<file path="src/rtl/vball_sound_latch_if.sv">
// vball_sound_latch_if: main-CPU and sound-CPU bus signals for the sound command latch
interface vball_sound_latch_if;
    logic        main_ce;
    logic [15:0] main_addr;
    logic [7:0]  main_din;
    logic        main_we;
    logic [7:0]  main_rdata;
    logic        snd_ce;
    logic [15:0] snd_addr;
    logic        snd_rd;
    logic [7:0]  snd_rdata;
    logic        snd_nmi;

    modport master (
        output main_ce, main_addr, main_din, main_we, snd_ce, snd_addr, snd_rd,
        input  main_rdata, snd_rdata, snd_nmi
    );

    modport slave (
        input  main_ce, main_addr, main_din, main_we, snd_ce, snd_addr, snd_rd,
        output main_rdata, snd_rdata, snd_nmi
    );
endinterface

</file>
<file path="src/rtl/vball_sound_latch.sv">
// vball_sound_latch: main-to-sound command FIFO with status register and paced sound NMI
module vball_sound_latch #(
    parameter int DEPTH = 4,
    parameter int GAP   = 2
) (
    input logic              clk_sys,
    input logic              reset_n,
    vball_sound_latch_if.slave bus
);
    localparam int AW = $clog2(DEPTH);

    typedef enum logic [1:0] {S_IDLE, S_ASSERT, S_GAP} state_t;

    state_t      state_q, state_d;
    logic [7:0]  mem_q [DEPTH];
    logic [AW-1:0] wp_q, rp_q;
    logic [AW:0] cnt_q, cnt_d;
    logic        ovr_q, ovr_d;
    logic        cmd_h_q, clr_h_q, rd_h_q;
    logic        main_prim_q, snd_prim_q;
    logic [7:0]  gap_q, gap_d;
    logic        cmd_lvl, clr_lvl, rd_lvl, clr_hit;
    logic        push, clr, pop, do_push, do_pop, full, empty;
    logic [3:0]  cnt4;

    assign clr_hit = bus.main_addr == 16'h100F;
    assign cmd_lvl = bus.main_we & (bus.main_addr == 16'h100D);
    assign clr_lvl = bus.main_we & clr_hit;
    assign rd_lvl  = bus.snd_rd & (bus.snd_addr[15:11] == 5'b10100);

    // Accesses only count after the first ce following reset has loaded the history,
    // so a strobe held across reset release is not mistaken for a new access.
    assign push = bus.main_ce & main_prim_q & cmd_lvl & ~cmd_h_q;
    assign clr  = bus.main_ce & main_prim_q & clr_lvl & ~clr_h_q;
    assign pop  = bus.snd_ce & snd_prim_q & rd_lvl & ~rd_h_q;

    assign full    = cnt_q == (AW+1)'(DEPTH);
    assign empty   = cnt_q == '0;
    assign do_pop  = pop & ~empty;
    assign do_push = push & (~full | do_pop);
    assign cnt_d   = cnt_q + (AW+1)'(do_push) - (AW+1)'(do_pop);
    assign ovr_d   = clr ? 1'b0 : (push & ~do_push) ? 1'b1 : ovr_q;
    assign cnt4    = 4'(cnt_q);

    assign bus.snd_rdata  = (rd_lvl & ~empty) ? mem_q[rp_q] : 8'h00;
    assign bus.main_rdata = (clr_hit & ~bus.main_we) ? {ovr_q, 2'b00, full, cnt4} : 8'h00;
    assign bus.snd_nmi    = state_q == S_ASSERT;

    // FIFO storage; contents need no reset because the count gates every read
    always_ff @(posedge clk_sys) begin
        if (do_push) mem_q[wp_q] <= bus.main_din;
    end

    // Pointers, count, overrun flag and access-edge history
    always_ff @(posedge clk_sys or negedge reset_n) begin
        if (!reset_n) begin
            wp_q        <= '0;
            rp_q        <= '0;
            cnt_q       <= '0;
            ovr_q       <= 1'b0;
            cmd_h_q     <= 1'b0;
            clr_h_q     <= 1'b0;
            rd_h_q      <= 1'b0;
            main_prim_q <= 1'b0;
            snd_prim_q  <= 1'b0;
        end else begin
            wp_q  <= wp_q + AW'(do_push);
            rp_q  <= rp_q + AW'(do_pop);
            cnt_q <= cnt_d;
            ovr_q <= ovr_d;
            if (bus.main_ce) begin
                main_prim_q <= 1'b1;
                cmd_h_q     <= cmd_lvl;
                clr_h_q     <= clr_lvl;
            end
            if (bus.snd_ce) begin
                snd_prim_q <= 1'b1;
                rd_h_q     <= rd_lvl;
            end
        end
    end

    // NMI state register and gap counter
    always_ff @(posedge clk_sys or negedge reset_n) begin
        if (!reset_n) begin
            state_q <= S_IDLE;
            gap_q   <= 8'h00;
        end else begin
            state_q <= state_d;
            gap_q   <= gap_d;
        end
    end

    // NMI sequencing: raise while a byte waits, drop on pop, hold off GAP sound ce cycles.
    // A byte being popped this cycle does not re-raise, so an empty FIFO never sits in ASSERT.
    always_comb begin
        state_d = state_q;
        gap_d   = gap_q;
        unique case (state_q)
            S_IDLE:   if (!empty && !pop) state_d = S_ASSERT;
            S_ASSERT: if (pop) begin
                state_d = S_GAP;
                gap_d   = 8'(GAP);
            end
            S_GAP:    if (gap_q == 8'h00) state_d = (!empty && !pop) ? S_ASSERT : S_IDLE;
                      else if (bus.snd_ce) gap_d = gap_q - 8'h01;
            default:  state_d = S_IDLE;
        endcase
    end
endmodule

</file>
<file path="src/flat_wrapper.sv">
// flat-port wrapper written by rule: the top's interface ports become plain ports
module vball_sound_latch_flat 
#(
    parameter int DEPTH = 4,
    parameter int GAP   = 2
)
  (clk_sys, reset_n, bus_main_ce, bus_main_addr, bus_main_din, bus_main_we, bus_snd_ce, bus_snd_addr, bus_snd_rd, bus_main_rdata, bus_snd_rdata, bus_snd_nmi);
  vball_sound_latch_if bus_i ();
  input logic clk_sys;
  input logic reset_n;
  input wire logic [$bits(bus_i.main_ce)-1:0] bus_main_ce;
  input wire logic [$bits(bus_i.main_addr)-1:0] bus_main_addr;
  input wire logic [$bits(bus_i.main_din)-1:0] bus_main_din;
  input wire logic [$bits(bus_i.main_we)-1:0] bus_main_we;
  input wire logic [$bits(bus_i.snd_ce)-1:0] bus_snd_ce;
  input wire logic [$bits(bus_i.snd_addr)-1:0] bus_snd_addr;
  input wire logic [$bits(bus_i.snd_rd)-1:0] bus_snd_rd;
  output wire logic [$bits(bus_i.main_rdata)-1:0] bus_main_rdata;
  output wire logic [$bits(bus_i.snd_rdata)-1:0] bus_snd_rdata;
  output wire logic [$bits(bus_i.snd_nmi)-1:0] bus_snd_nmi;
  assign bus_i.main_ce = bus_main_ce;
  assign bus_i.main_addr = bus_main_addr;
  assign bus_i.main_din = bus_main_din;
  assign bus_i.main_we = bus_main_we;
  assign bus_i.snd_ce = bus_snd_ce;
  assign bus_i.snd_addr = bus_snd_addr;
  assign bus_i.snd_rd = bus_snd_rd;
  assign bus_main_rdata = bus_i.main_rdata;
  assign bus_snd_rdata = bus_i.snd_rdata;
  assign bus_snd_nmi = bus_i.snd_nmi;
  vball_sound_latch #(.DEPTH(DEPTH), .GAP(GAP)) u_core (.clk_sys(clk_sys), .reset_n(reset_n), .bus(bus_i));
endmodule
</file>
<file path="config.mk">
export PLATFORM = sky130hd
export DESIGN_NAME = vball_sound_latch_flat
export DESIGN_NICKNAME = d
export VERILOG_FILES = /design/src/rtl/vball_sound_latch_if.sv /design/src/rtl/vball_sound_latch.sv /design/src/flat_wrapper.sv
export SDC_FILE = /design/constraint.sdc
export NUM_CORES = 1
export LEC_CHECK = 0
export BUFFER_PORTS_ARGS = -buffer_cell sky130_fd_sc_hd__buf_2
export CORE_ASPECT_RATIO = 0.7
export CORE_UTILIZATION = 35
export DETAILED_ROUTE_END_ITERATION = 8
export GPL_ROUTABILITY_DRIVEN = 0
export HOLD_SLACK_MARGIN = 0.02
export PLACE_DENSITY = 0.62
export SYNTH_ARGS = -nofsm -noshare
export SYNTH_HDL_FRONTEND = slang
export SYNTH_SLANG_ARGS = --single-unit
</file>
<file path="constraint.sdc">
create_clock -name clk_sys -period 5.4 [get_ports clk_sys]
set_input_delay 1.08 -clock clk_sys [delete_from_list [all_inputs] [get_ports clk_sys]]
set_output_delay 1.08 -clock clk_sys [all_outputs]
set_load 0.02 [all_outputs]
</file>
Word level (Yosys, flattened, before mapping)
Memory sizes are Yosys's and may differ from the RTL's. Index checks and enable logic that the tools add are counted.

Add/subtract/negate cells: 5. Equal/unequal tests: 11. Mux-type cells: 15. Bitwise logic cells: 24. Reductions and logical operators: 10.

Operators by type and width (count): $mux W8 (5); $eq A16 B13 Y1 const B (2); $and A1 B1 Y1 (16); $pmux W8 S2 (1); $logic_not A8 Y1 (1); $sub A8 B1 Y8 const B (1); $not A1 Y1 (7); $mux W2 (3); $ne A2 B1 Y1 const B (3); $pmux W2 S3 (1); $eq A5 B5 Y1 const B (1); $mux W1 (5); $add A2 B1 Y2 (2); $ne A2 B2 Y1 const B (2); $reduce_and A4 Y1 (1); $reduce_bool A2 Y1 (2); $add A3 B1 Y3 (1); $eq A3 B3 Y1 const B (1); $logic_not A3 Y1 (1); $reduce_and A3 Y1 (1); $sub A3 B1 Y3 (1); $eq A2 B1 Y1 const B (1); $eq A2 B2 Y1 const B (1); $logic_not A1 Y1 (2); other kinds (3) (3).

Register bits after elaboration: 23. Memory bits (writable): 32. Output and inout port bits: 17. Memories kept: 1.

Memories: u_core.mem_q (words 4, bits a word 8, rd ports 1, clocked after Yosys merged registers in 0, write ports 1, RTL line vball_sound_latch.sv:15) `logic [7:0] mem_q [DEPTH];`.

Logic depth before layout (Yosys ltp)
Gate-level depths: netlist of the first run.

Depth in word-level cells: 11. Depth in mapped cells: 10. Depth with buffers taken out: 10.

Worst setup path after synthesis of the first run
Ideal clock, no wire load.

Kind: input-to-output. Start point: input port bus_main_addr[10]. End point: output port bus_main_rdata[4]. Arrival: 2156 ps. Required time: 4320 ps. Path slack: 2164 ps. Cell stages on the path: 4. Buffers on the path: 0. Cells stage by stage: nor4b_1 nand4_1 nor3_1 and4_1.

Word-level cells in the longest chain between the ends: 3.

Ends and longest elaborated chain: start: declaration (RTL line flat_wrapper.sv:12) `input wire logic [$bits(bus_i.main_addr)-1:0] bus_main_addr;`; $eq A16 B13 Y1 (RTL line vball_sound_latch.sv:26) `assign clr_hit = bus.main_addr == 16'h100F;`; $and A1 B1 Y1 (RTL line vball_sound_latch.sv:46) `assign bus.main_rdata = (clr_hit & ~bus.main_we) ? {ovr_q, 2'b00, full, cnt4} : 8'h00;`; $mux W8 (RTL line vball_sound_latch.sv:46); end: declaration (RTL line flat_wrapper.sv:18) `output wire logic [$bits(bus_i.main_rdata)-1:0] bus_main_rdata;`.

Every way passes these cells.

Worst setup path in the final report of the first run
Same ends and word-level chain as after synthesis.

==> impl_metrics.ini, run 1 <==
[critical_path]
timing.rr.start = u_core.cnt_q[0]$_DFF_PN0_
start_kind = primary input
r2r_slack_ps = 2910
worstPathRequired_ps = 4320
crit_arrival_ps = 2580
crit_fanout = 5
crit_start = bus_main_addr[10]
path_class = primary input to primary output
crit_path_end_kind = primary output

[place]
place_ws_ps = 1700
hpwl_mm = 3.36
place_inst = 329
place_area_mm2 = 0.00290
port_buffers = 48

[pwr]
vdd_drop_max_v = 0.000114
power_switching_mw = 0.194
internal_power_mw = 0.599
p_clk_share_pct = 29.1
power_density_mw_per_mm2 = 265
p_leak_nw = 1.25
p_total_mw = 0.793
combPwrFrac_pct = 10.6
switching_share_pct = 24.5
p_seq_share_pct = 60.2

[yosys]
yosys_register_bits = 55
yosysWarnings = 0
yosysMostFrequentCell = edfxtp_1
ys_seq_area_share_pct = 60.1
synth.top_cells.by_area = edfxtp_1 (38%), dfrtp_1 (23%), mux4_2 (7.1%)
syn_area_per_cell_um2 = 13.6
synth_top_cell_by_area = edfxtp_1
synthCells = 188
syn_area_mm2 = 0.00255
synth_edf_count = 32
ys_types = 47
ys.flop_type = edfxtp_1
yosys-top-cells-count = edfxtp_1 (32), dfrtp_1 (23), inv_1 (12)
synth_top_area_share_pct = 37.6
synthArstFlopShare_pct = 41.8

[clock_network]
cts_buffer_depth = 2
post_cts_resized = 0
postCtsHoldBufs = 0
cts.reportedPaths.clkPinSlew_ps = 100
postCtsSetupBuffers = 0
cts_made_buffers = 5
tritoncts = done
cts.root.buffer_cell = clkbuf_8
clk_latency_ps = 310
clock_sinks = 55
htreeDepth = 2

[timing]
setup_ws_ps = 1740
tns_ps = 0
rsz0062_at_grt = false
period_needed_ps = 3660
slew_headroom_pct = 36.7
tightest_slew_ps = 940
hold_slack_ps = 473
fmax_mhz = 273
fin_crit_sh_pct = 67.8
finClkSkew_ps = 2.75
setup_violations = 0
hold_violations = 0
drv_slew = 0

[routing]
drt_iter0_drc = 94
drc_errors = 0
firstDrtPassIters = 4
postRouteAntennaNets = 0
wire_per_inst_um = 13.5
route.final.wire_length_mm = 4.53
vias_per_cell = 4.94
vias = 1664

[cells_and_area]
nFillCells = 653
drive_gt1_share_pct = 32.1
final_util_pct = 43.3
final_area_mm2 = 0.00300
stdcell_count = 337
antenna_cells = 0
finalNetCount = 295
area_delta_synth_final_pct = 17.2

[global_routing]
grt_pass1_vias = 1590
antenna_found_initial = 0
grt_use_total_pct = 12.9
grt_overflow = 0
grt_max_degree = 24
grt_pass1_wl_mm = 7.61

[status]
status = finished clean

[job]
drv_cap = 0

[floorplan]
die-area_mm2 = 0.00765
die_h_um = 73.5
fp.dieW_um = 104
io_pins = 63
initial_core_util_pct = 37.0
core_area_mm2 = 0.00691
rows = 25

[worst_hold_path]
worstHoldPathType = register to register
hp-start = u_core.snd_prim_q$_DFFE_PN0P_
-- cells in the final DEF (no fill, tap or decap), types with 2 or more instances in the layout --
cell type and instances:
nor3_1 7, xor2_1 2, and4_1 4, clkbuf_8 5
edfxtp_1 32, o21ai_1 2, or3_2 2, a21oi_1 6
and3b_1 2, nor4_1 4, nand2_1 5, nor2b_1 10
nand4_1 3, ha_1 6, a31oi_1 2, dfrtp_1 23
or4_1 2, nand3_1 2, and3_1 3, o31ai_1 2
nand4b_1 2, o21ai_0 2, buf_4 4, conb_1 3
or2_2 2, nand3b_1 2, and2_1 6, buf_2 48
mux4_2 8, nor2_1 8, xnor2_1 3, inv_1 12
mux2_2 2, nand2b_1 2
-- worst max-delay path, stage by stage --
cell and delay [ps]:
buf_2 100, nor4b_1 490, nand4_1 150, nor3_1 360
and4_1 240, buf_2 160
-- cell families after synthesis --
| family | share of synthesized area, % |
|---|---|
| multiplexers | 8.33 |
| buffers and inverters | 3.62 |
| XOR/XNOR | 1.71 |
| AO/OA/AOI/OAI | 4.75 |
| adder cells (fa/ha/maj) | 3.72 |
| other | 0.147 |
| AND/OR/NAND/NOR | 17.6 |
| flip-flops | 60.1 |
-- sequential cells by signal, summed over array words and instances (netlist names) --
name / cells
u_core.state_q: 2
u_core.wp_q: 2
u_core.cmd_h_q: 1
u_core.gap_q: 8
u_core.rp_q: 2
u_core.ovr_q: 1
u_core.main_prim_q: 1
u_core.mem_q: 32
u_core.cnt_q: 3
u_core.rd_h_q: 1
u_core.snd_prim_q: 1
u_core.clr_h_q: 1
-- metal layers --
layer	global-route usage (%)	vias up	wire length, um
met5	0	-	0
li1	-	806	-
met1	18.2	811	2260
met2	20.0	43	2050
met4	4.13	0	56
met3	2.84	4	174
-- power by group through the flow --
| stage | registers, mW | logic, mW | clock network, mW |
|---|---|---|---|
| after floorplan | 0.472 | 0.0705 | 0 |
| after global placement | 0.487 | 0.0830 | 0 |
| after detailed placement | 0.488 | 0.0855 | 0 |
| after CTS | 0.479 | 0.0861 | 0.238 |
| after global routing | 0.481 | 0.0944 | 0.257 |
| final | 0.478 | 0.0844 | 0.231 |
-- cell type report --
type / instances / area (um2) / area share, %
clock buffers: 5 / 68.8 / 2.30
flip-flops and latches: 55 / 1540 / 51.3
clock inverters: 3 / 23.8 / 0.794
inverters: 12 / 45.0 / 1.50
multi-input cells: 116 / 933 / 31.2
repair buffers: 52 / 270 / 9.02
well taps: 94 / 118 / 3.93
-- final timing paths --
check / end / depth (start not counted)
max: bus_main_rdata[4] / 6
min: u_core.snd_prim_q$_DFFE_PN0P_ / 1
max reg2reg: u_core.cnt_q[2]$_DFF_PN0_ / 8
min reg2reg: u_core.snd_prim_q$_DFFE_PN0P_ / 1
max in group asynchronous: u_core.state_q[0]$_DFFE_PN0P_ / 1
min in group asynchronous: u_core.clr_h_q$_DFFE_PN0P_ / 1
No activity file was read; power rests on OpenSTA's default activity.
==> run 2, diff against run 1 <==
Clock period 5.4 ns to 3.83 ns, I/O delays scaled along.
==> impl_metrics.ini, run 2 (synthesized netlist as in run 1, its figures left out) <==
[status]
status = finished clean

[timing]
rsz0062_at_grt = false
tightest_slew_ps = 964
setup_ws_ps = 797
tns_ps = 0
period_needed_ps = 3030
setup_violations = 0
fin_crit_sh_pct = 79.2
finClkSkew_ps = 7.50
fmax_mhz = 330
drv_slew = 0
hold_violations = 0
slew_headroom_pct = 35.0

[floorplan]
die-area_mm2 = 0.00765
rows = 25
fp.dieW_um = 104
die_h_um = 73.5
initial_core_util_pct = 37.0
core_area_mm2 = 0.00691
io_pins = 63

[critical_path]
crit_fanout = 5
path_class = primary input to primary output
worstPathRequired_ps = 3060
start_kind = primary input
crit_path_end_kind = primary output
crit_arrival_ps = 2270

[cells_and_area]
area_delta_synth_final_pct = 16.9
final_area_mm2 = 0.00299
final_util_pct = 43.2
antenna_cells = 0
finalNetCount = 295
final_cell_mix = buf_2 (48), edfxtp_1 (32), dfrtp_1 (23)
reg_top3 = u_core.mem_q: 32 flops, u_core.gap_q: 8 flops, u_core.cnt_q: 3 flops
layout_commonest_cell = buf_2
drive_gt1_share_pct = 31.7
largest_reg_flops = 32
largest-register = u_core.mem_q

[routing]
vias_per_cell = 4.79
route.final.wire_length_mm = 4.30
drt_iter0_drc = 24
firstDrtPassIters = 4
postRouteAntennaNets = 0
vias = 1615
drc_errors = 0
wire_per_inst_um = 12.8

[clock_network]
clock_sinks = 55
htreeDepth = 2
cts_buffer_depth = 2
tritoncts = done
cts_made_buffers = 5
cts.root.buffer_cell = clkbuf_8
clk_latency_ps = 300
postCtsHoldBufs = 0
post_cts_resized = 0
postCtsSetupBuffers = 0
cts.reportedPaths.clkPinSlew_ps = 90

[global_routing]
grt_pass1_wl_mm = 7.20
grt_pass1_vias = 1566
antenna_found_initial = 0
grt_max_degree = 24
grt_overflow = 0
grt_use_total_pct = 12.2

[place]
hpwl_mm = 3.23
port_buffers = 48
place_ws_ps = 812
place_area_mm2 = 0.00290

[pwr]
p_total_mw = 1.09
power_density_mw_per_mm2 = 366
vdd_drop_max_v = 0.000146
p_leak_nw = 1.25

[job]
drv_cap = 0

[worst_hold_path]
worstHoldPathType = primary input to async pin
run 2: power by group:
group | total (mW) | internal [mW] | switching [mW]
Clock | 0.305 | 0.128 | 0.177
Combinational | 0.118 | 0.0695 | 0.0483
Sequential | 0.672 | 0.642 | 0.0298
run 2: area by class of cell:
type | instances | area (um2)
Fill cell | 637 | 3930
Clock inverter | 2 | 12.5
Clock buffer | 6 | 72.6
Tap cell | 94 | 118
Timing Repair Buffer | 52 | 270
Inverter | 12 | 45.0
Multi-Input combinational cell | 116 | 933
Sequential cell | 55 | 1540
run 2: metrics by stage:
| step | hold WS (ps) | instances |
|---|---|---|
| 6_report | 425 | 337 |
| 3_3_place_gp | 449 | 329 |
| 3_5_place_dp | 452 | 329 |
| 5_1_grt | 455 | 337 |
| 4_1_cts | 441 | 337 |
| 2_1_floorplan | 431 | 190 |
run 2: worst max-delay path, stage by stage:
cell,delay (ps)
buf_2,90
nor4b_1,480
nand4_1,150
nor3_1,370
and4_1,250
buf_2,160
run 2: final timing paths:
check / startpoint / endpoint / slack (ps) / cells past startpoint
max: bus_main_addr[10] / bus_main_rdata[4] / 800 / 6
min: reset_n / u_core.wp_q[0]$_DFF_PN0_ / 420 / 1
max reg2reg: u_core.cnt_q[0]$_DFF_PN0_ / u_core.cnt_q[2]$_DFF_PN0_ / 1420 / 8
min reg2reg: u_core.snd_prim_q$_DFFE_PN0P_ / u_core.snd_prim_q$_DFFE_PN0P_ / 480 / 1
max in group asynchronous: reset_n / u_core.gap_q[4]$_DFFE_PN0P_ / 3050 / 1
min in group clk_sys: u_core.snd_prim_q$_DFFE_PN0P_ / u_core.snd_prim_q$_DFFE_PN0P_ / 480 / 1
run 2: per-layer routing:
metal | routed length (um) | GRT usage [%]
met1 | 2160 | 16.9
met2 | 2000 | 19.1
met3 | 123 | 2.48
met4 | 17 | 4.76
met5 | 0 | 0
